--- src/rtl/int_adder_seq.sv ---
// int_adder_seq
// -------------
// Multi-cycle integer adder/subtractor. A DATA_WIDTH-bit operation is processed
// CHUNK_WIDTH bits per clock, least-significant slice first, with the carry
// between slices held in a register. This keeps the critical path to one
// CHUNK_WIDTH-bit add at the cost of NUM_CHUNKS cycles of latency.
//
// Handshake semantics (both sides): a transfer happens on a rising clock edge
// where valid and ready are both high. The producer holds valid and its payload
// steady until that edge. Here in_ready depends only on FSM state. out_valid and
// the result stay constant until the consumer raises out_ready.
//
// Ports
//   clk        : clock, rising edge
//   rst        : asynchronous active-high reset
//   in_valid   : operand set offered
//   in_ready   : block is IDLE and can accept operands
//   data_a     : operand A
//   data_b     : operand B
//   carry_in   : carry in (add) or borrow in (sub)
//   op_sub     : 0 = A+B+carry_in, 1 = A-B-carry_in
//   out_valid  : result valid (DONE state)
//   out_ready  : consumer accepts result
//   sum        : result, modulo 2^DATA_WIDTH
//   carry_out  : raw carry out of the MSB (sub: 1 = no borrow)
//   overflow   : two's-complement signed overflow
//   zero       : sum == 0
//   state_o    : current FSM state, for debug and observation
//
// CHUNK_WIDTH must divide DATA_WIDTH exactly. CHUNK_WIDTH == DATA_WIDTH is legal.
module int_adder_seq #(
  parameter int DATA_WIDTH  = 32,
  parameter int CHUNK_WIDTH = 8
) (
  input  logic                  clk,
  input  logic                  rst,
  input  logic                  in_valid,
  output logic                  in_ready,
  input  logic [DATA_WIDTH-1:0] data_a,
  input  logic [DATA_WIDTH-1:0] data_b,
  input  logic                  carry_in,
  input  logic                  op_sub,
  output logic                  out_valid,
  input  logic                  out_ready,
  output logic [DATA_WIDTH-1:0] sum,
  output logic                  carry_out,
  output logic                  overflow,
  output logic                  zero,
  output logic [1:0]            state_o
);

  localparam int NUM_CHUNKS = DATA_WIDTH / CHUNK_WIDTH;
  // Slice-index width; kept at least 1 bit so the single-chunk case still
  // has a legal register.
  localparam int KW = (NUM_CHUNKS > 1) ? $clog2(NUM_CHUNKS) : 1;

  typedef enum logic [1:0] {
    S_IDLE = 2'd0,
    S_BUSY = 2'd1,
    S_DONE = 2'd2
  } state_t;

  state_t                  state_q, state_d;
  logic [DATA_WIDTH-1:0]   a_q, a_d;
  logic [DATA_WIDTH-1:0]   b_q, b_d;
  logic [DATA_WIDTH-1:0]   sum_q, sum_d;
  logic                    carry_q, carry_d;
  logic                    msb_cin_q, msb_cin_d;
  logic [KW-1:0]           k_q, k_d;

  logic [CHUNK_WIDTH-1:0]  a_sl;
  logic [CHUNK_WIDTH-1:0]  b_sl;
  logic [CHUNK_WIDTH:0]    slice_res;
  logic                    last_slice;

  // Current slice operands, selected by k_q.
  always_comb begin
    a_sl = '0;
    b_sl = '0;
    for (int i = 0; i < NUM_CHUNKS; i++) begin
      if (k_q == KW'(i)) begin
        a_sl = a_q[i*CHUNK_WIDTH +: CHUNK_WIDTH];
        b_sl = b_q[i*CHUNK_WIDTH +: CHUNK_WIDTH];
      end
    end
  end

  assign slice_res  = {1'b0, a_sl} + {1'b0, b_sl} + {{CHUNK_WIDTH{1'b0}}, carry_q};
  assign last_slice = (k_q == KW'(NUM_CHUNKS - 1));

  // Next-state and datapath updates.
  always_comb begin
    state_d   = state_q;
    a_d       = a_q;
    b_d       = b_q;
    sum_d     = sum_q;
    carry_d   = carry_q;
    msb_cin_d = msb_cin_q;
    k_d       = k_q;

    case (state_q)
      S_IDLE: begin
        if (in_valid) begin
          // Subtraction is A + ~B + ~borrow_in, so the carry register
          // starts at 1 when there is no borrow.
          a_d     = data_a;
          b_d     = op_sub ? ~data_b : data_b;
          carry_d = carry_in ^ op_sub;
          k_d     = '0;
          state_d = S_BUSY;
        end
      end

      S_BUSY: begin
        for (int i = 0; i < NUM_CHUNKS; i++) begin
          if (k_q == KW'(i)) begin
            sum_d[i*CHUNK_WIDTH +: CHUNK_WIDTH] = slice_res[CHUNK_WIDTH-1:0];
          end
        end
        carry_d = slice_res[CHUNK_WIDTH];
        if (last_slice) begin
          // The carry into the MSB is recovered from that bit's sum:
          // s = a ^ b ^ cin, so cin = a ^ b ^ s.
          msb_cin_d = a_sl[CHUNK_WIDTH-1] ^ b_sl[CHUNK_WIDTH-1] ^
                      slice_res[CHUNK_WIDTH-1];
          state_d   = S_DONE;
        end else begin
          k_d = k_q + KW'(1);
        end
      end

      S_DONE: begin
        if (out_ready) begin
          state_d = S_IDLE;
        end
      end

      default: begin
        state_d = S_IDLE;
      end
    endcase
  end

  always_ff @(posedge clk or posedge rst) begin
    if (rst) begin
      state_q   <= S_IDLE;
      a_q       <= '0;
      b_q       <= '0;
      sum_q     <= '0;
      carry_q   <= 1'b0;
      msb_cin_q <= 1'b0;
      k_q       <= '0;
    end else begin
      state_q   <= state_d;
      a_q       <= a_d;
      b_q       <= b_d;
      sum_q     <= sum_d;
      carry_q   <= carry_d;
      msb_cin_q <= msb_cin_d;
      k_q       <= k_d;
    end
  end

  // All outputs come straight from registers (zero and overflow are
  // derived from registered values only).
  assign in_ready  = (state_q == S_IDLE);
  assign out_valid = (state_q == S_DONE);
  assign sum       = sum_q;
  assign carry_out = carry_q;
  assign overflow  = msb_cin_q ^ carry_q;
  assign zero      = (sum_q == '0);
  assign state_o   = state_q;

endmodule

--- config.mk ---
export PLATFORM = sky130hd
export DESIGN_NAME = int_adder_seq
export DESIGN_NICKNAME = d
export VERILOG_FILES = /design/src/rtl/int_adder_seq.sv
export SDC_FILE = /design/constraint.sdc
export NUM_CORES = 1
export LEC_CHECK = 0
export ABC_CLOCK_PERIOD_IN_PS = 3400
export BUFFER_PORTS_ARGS = -buffer_cell sky130_fd_sc_hd__buf_4
export CORE_MARGIN = 1
export CORE_UTILIZATION = 55
export DETAILED_ROUTE_END_ITERATION = 12
export GPL_TIMING_DRIVEN = 0
export MAX_ROUTING_LAYER = met4
export PLACE_DENSITY = 0.8
export SLEW_MARGIN = 0
export SYNTH_ARGS = -nofsm -noshare
export SYNTH_HDL_FRONTEND = slang
export SYNTH_SLANG_ARGS = --single-unit
--- constraint.sdc ---
create_clock -name clk -period 3.4 [get_ports clk]
set_input_delay 0.34 -clock clk [delete_from_list [all_inputs] [get_ports clk]]
set_output_delay 0.34 -clock clk [all_outputs]
set_load 0.005 [all_outputs]
Word level (Yosys, flattened, before mapping) --
Index checks and enable logic that the tools add are counted. W data, S select, Z words.
Word-level totals: flip-flop bits (word level) 102, word-level logic and storage cells 57
Operators by class: equality and inequality tests 9, $add $sub $neg 3, mux-type cells 18, bitwise logic cells 5, reductions and logical operators 12
Operator list (count):
- $mux W8 | 8
- $logic_not A32 Y1 | 1
- $mux W32 | 1
- $not A32 Y32 | 1
- $reduce_and A2 Y1 | 6
- $mux W2 | 5
- $add A8 B8 Y9 | 1
- $add A9 B1 Y9 | 1
- $eq A2 B2 Y1 const B | 3
- $ne A2 B2 Y1 const B | 3
- $pmux W2 S3 | 1
- $reduce_and A3 Y1 | 2
- $eq A2 B1 Y1 const B | 2
- $logic_not A2 Y1 | 2
- $pmux W2 S2 | 1
- $xor A1 B1 Y1 | 4
- $add A2 B1 Y2 const B | 1
- $ne A2 B1 Y1 const B | 1
- $pmux W1 S2 | 1
- $reduce_bool A2 Y1 | 1
- $mux W1 | 1

Logic depth before layout (Yosys ltp) --
depth in word-level cells 8, mapped depth 14

Worst setup path after synthesis --
OpenSTA, ideal clock, no wires.
path type reg2reg, start point register k_q[0], end point register sum_q[15], in the netlist sum[15], setup slack 343 ps, stages on the path, launching flop included 15, data arrival time 2988 ps, required time 3331 ps, library setup time 69 ps, path through dfrtp_1 > inv_1 > ha_1 > clkbuf_8 > clkbuf_1 > nand3b_1 > a21oi_1 > a21oi_1 > o21ai_0 > ha_1 > nor2b_1 > o31a_1 > buf_6 > or4_1 > nand3_1
On the way: cells in the longest elaborated chain, start to end 7, elaborated cells on any way between the ends 15, classes of those cells 2 x add/sub; 3 x eq/ne; 8 x mux; 2 x reduce/logical
Ends and longest elaborated chain:
- from (decl) | RTL line 69 | logic [KW-1:0] k_q, k_d;
- from (signal assigned) | RTL line 160 | k_q <= k_d;
- $logic_not A2 Y1 | RTL line 81 | if (k_q == KW'(i)) begin
- $mux W8 (4 in a row) | RTL line 81
- $add A8 B8 Y9 | RTL line 88 | assign slice_res = {1'b0, a_sl} + {1'b0, b_sl} + {{CHUNK_WIDTH{1'b0}}, carry_q};
- $add A9 B1 Y9 | RTL line 88
- to (signal assigned) | RTL line 157 | sum_q <= sum_d;
- to (decl) | RTL line 66 | logic [DATA_WIDTH-1:0] sum_q, sum_d;
Several ways; a longest one is shown, not always the timed one. A chain may end at the register's enable or synchronous reset.

Final worst setup path --
start point register k_q[1], end point register sum_q[7], in the netlist sum[7]
On the way: cells in the longest elaborated chain, start to end 7, elaborated cells on any way between the ends 15, classes of those cells 2 x add/sub; 3 x eq/ne; 8 x mux; 2 x reduce/logical
Ends and longest elaborated chain (RTL line):
- $logic_not A2 Y1 | 81, 116
- $mux W8 (4 in a row) | 81
- $add A8 B8 Y9 | 88
- $add A9 B1 Y9 | 88
Several ways; a longest one is shown, not always the timed one.

==> key figures <==
Placement
  – Inst Count DP: 780
  – DP Area: 6251 um2
  – Buffers added on ports: 107
  – Global placer's final weighted congestion: 0.8891
  – Pre-CTS setup slack: -227.2 ps
  – DP HPWL: 9.989 mm

Detailed routing
  – DRC Markers: 0
  – Final ANT Viol Nets: 0
  – Starting DRT DRC Count: 158
  – First drt pass iteration count: 4
  – Vias per std cell: 5.682
  – Via count: 4534
  – Avg WL per Cell: 16.58 um
  – Total wire length: 13.23 mm

Timing
  – Slew @ Worst Pin: 726.3 ps
  – Setup ws final: 144.5 ps
  – Period minus WS final: 3256 ps
  – F_max: 307.2 MHz
  – # setup viols final: 0
  – Hold Violations, Final: 0
  – Min Hold Slack: 47.39 ps
  – Total negative setup slack: 0 ps
  – RSZ-0062 raised after global routing: false
  – Pins Over Slew Limit: 0
  – Worst slew margin: 0.5121
  – Period utilization: 0.9575
  – Setup Skew: 10.72 ps

Worst setup path
  – Critical Path Start Type: flip-flop
  – Worst-path fanout max: 10
  – Required time worst endpoint: 3710 ps
  – CP endpoint kind: flip-flop
  – Critical path arrival: 3560 ps
  – Crit Path Category: flip-flop to flip-flop

Cells and area
  – # diodes: 0
  – Fin cells: 798
  – Post-layout util: 0.7072
  – Syn-to-layout area delta: 24.33%
  – Fillers: 723
  – Final instance area: 6535 um2
  – Final #Nets: 747
  – Layout cells sized above 1: 0.2885

Synthesis
  – Post-synthesis sequential area ratio: 0.4856
  – Simple-gate area share of the yosys netlist: 0.1697
  – Post-Synthesis Mean Instance Area: 9.680 um2
  – Compound-Gate Fraction of Synth Area: 0.1445
  – Yosys reg bits: 102
  – Top_reg_cell synth: dfrtp_1
  – Mapped Nets: 626
  – Post-Synthesis Cells: 543
  – XOR/XNOR Fraction of Synth Area: 0.05999
  – Post-synthesis mux area share: 0.06856
  – Post-synth ARST share: 1.000
  – Largest family of logic cells by synthesized area: simple AND/OR/NAND/NOR gates
  – Post-Synthesis Cell Area: 5256 um2
  – Synth Area in Adders: 0.03380
  – Yosys warns: 0
  – Post-synth EDFFs: 0
  – Distinct cells, synth: 41

Floorplanning
  – Starting Density: 0.5689
  – Die Height: 99.76 um
  – Row count: 35
  – Die Wd: 99.76 um
  – Core ar.: 9240 um2
  – I/O Pins: 109
  – Full die area: 9952 um2

Clock tree
  – CTS Root Cell: clkbuf_8
  – Clk sinks: 102
  – CTS H-tree lvls: 3
  – Cts bufs inserted: 9
  – Clk slew on worst S/H paths: 100 ps
  – CTS max path bufs: 2
  – Worst-Skew Late Latency: 370 ps
  – TritonCTS clock tree: done

Power
  – Leak Pwr: 2.899 nW
  – Worst VDD drop: 492.3 uV
  – Total power: 7.279 mW
  – PwrDens: 1114 nW/um2

Outcome
  – Outcome: complete, no violations

Global routing
  – Grt ovf: 0
  – First-pass GRT wire length: 21.36 mm
  – Vias in the first global route: 4437
  – Largest net degree at the start of global routing: 53
  – Initial antenna violation count: 0
  – GRT Resource Usage Total: 0.2870

Flow run
  – Max Cap Viol: 0

Worst hold path
  – Hold crit path type: input port to asynchronous set/reset pin
## routing by layer
metal | track usage | up-vias | part of all wire
met2 | 0.4960 | 162 | 0.52
li1 | - | 2140 | -
met3 | 0.03303 | 33 | 0.040
met1 | 0.3425 | 2199 | 0.41
met4 | 0.1154 | 0 | 0.031
met5 | - | - | 0
## final timing paths
kind,to,start,slack [ps],cells after the start
setup / recovery,sum[7],k_q[1],140,13
hold / removal,sum[23],rst,50,2
setup reg to reg,sum[7],k_q[1],140,13
hold reg to reg,a_q[18],a_q[18],500,1
max in group asynchronous,b_q[3],rst,2680,3
min in group clk,state_o[1],out_ready,160,2
## kinds of logic (layout without fill, tap and decap cells)
logic type / Yosys count / count (layout)
AOI/OAI and AO/OA: 134 / 134
xor gates and xnor gates: 36 / 36
adders and majority gates: 13 / 13
buffers and inverters: 42 / 168
DFF: 102 / 102
muxes: 32 / 32
and+or+nand+nor: 184 / 184
## cells in the mapped netlist, types with 3 or more instances
cell type,count,area (um2)
a31oi_1,4,25.02
nand3_1,4,20.02
xnor2_1,34,297.8
buf_2,11,55.05
nor2b_1,6,37.54
or4_1,4,30.03
inv_1,7,26.28
o21a_1,4,30.03
ha_1,11,137.6
clkbuf_1,21,78.83
o21ai_0,36,180.2
mux2_1,3,33.78
a21oi_1,68,340.3
o31ai_1,9,67.56
nand2_1,71,266.5
nand2b_1,4,25.02
nor4_1,9,56.30
nor3_1,9,45.04
nor2_1,49,183.9
nand3b_1,17,127.6
mux2_2,29,326.6
and3b_1,4,35.03
dfrtp_1,102,2552
## critical path: stages (launching register included)
cell and delay (ps):
dfrtp_1 410, inv_1 100, ha_2 300, clkbuf_2 240, nand3b_1 130, a21oi_1 70, a21oi_1 200, o21ai_0 180
ha_1 410, o211a_1 240, o31a_1 140, buf_6 160, or4_1 520, nand3_1 90
## report_power, final
group	switching [mW]	total [mW]	internal, mW
sequential	0.396	2.21	1.82
clock	0.449	0.822	0.373
combinational	2.46	4.24	1.78
total	3.31	7.28	3.97
## layout by cell type, fill, tap and decap left out, drive strengths merged, types with 6 or more instances in the layout
master / netlist / final
nor2b: 6 / 6
nor4: 9 / 9
o21ai: 36 / 36
xnor2: 34 / 34
dfrtp: 102 / 102
mux2: 32 / 32
nand2: 71 / 71
inv: 7 / 9
clkbuf: 23 / 30
o31ai: 9 / 9
buf: 12 / 125
nor3: 9 / 9
ha: 11 / 11
a21oi: 68 / 68
nand3b: 19 / 19
nor2: 49 / 49
## final cells by class
| class | instances | area [um2] | area share |
|---|---|---|---|
| flip-flops and latches | 102 | 2552 | 0.3906 |
| multi-input cells | 399 | 2545 | 0.3894 |
| repair buffers | 111 | 853.3 | 0.1306 |
| plain buffers | 34 | 180.2 | 0.02757 |
| well taps | 129 | 161.4 | 0.02470 |
| clock buffers | 10 | 137.6 | 0.02106 |
| clock inverters | 6 | 76.32 | 0.01168 |
| inverters | 7 | 28.78 | 0.004404 |
## state kept, by name (all words and copies together), names as in the netlist
| signal | cells |
|---|---|
| a_q | 32 |
| b_q | 32 |
| carry_out | 1 |
| k_q | 2 |
| msb_cin_q | 1 |
| state_o | 2 |
| sum | 32 |
## what timing repair did
item	CTS	global route
endpoints found under the hold margin	0	0
pin swaps	1	1
buffers inserted	1	2
hold buffers	0	0
gates resized for setup	12	9
setup endpoints to repair	20	21
No activity file was read; power rests on OpenSTA's default activity.
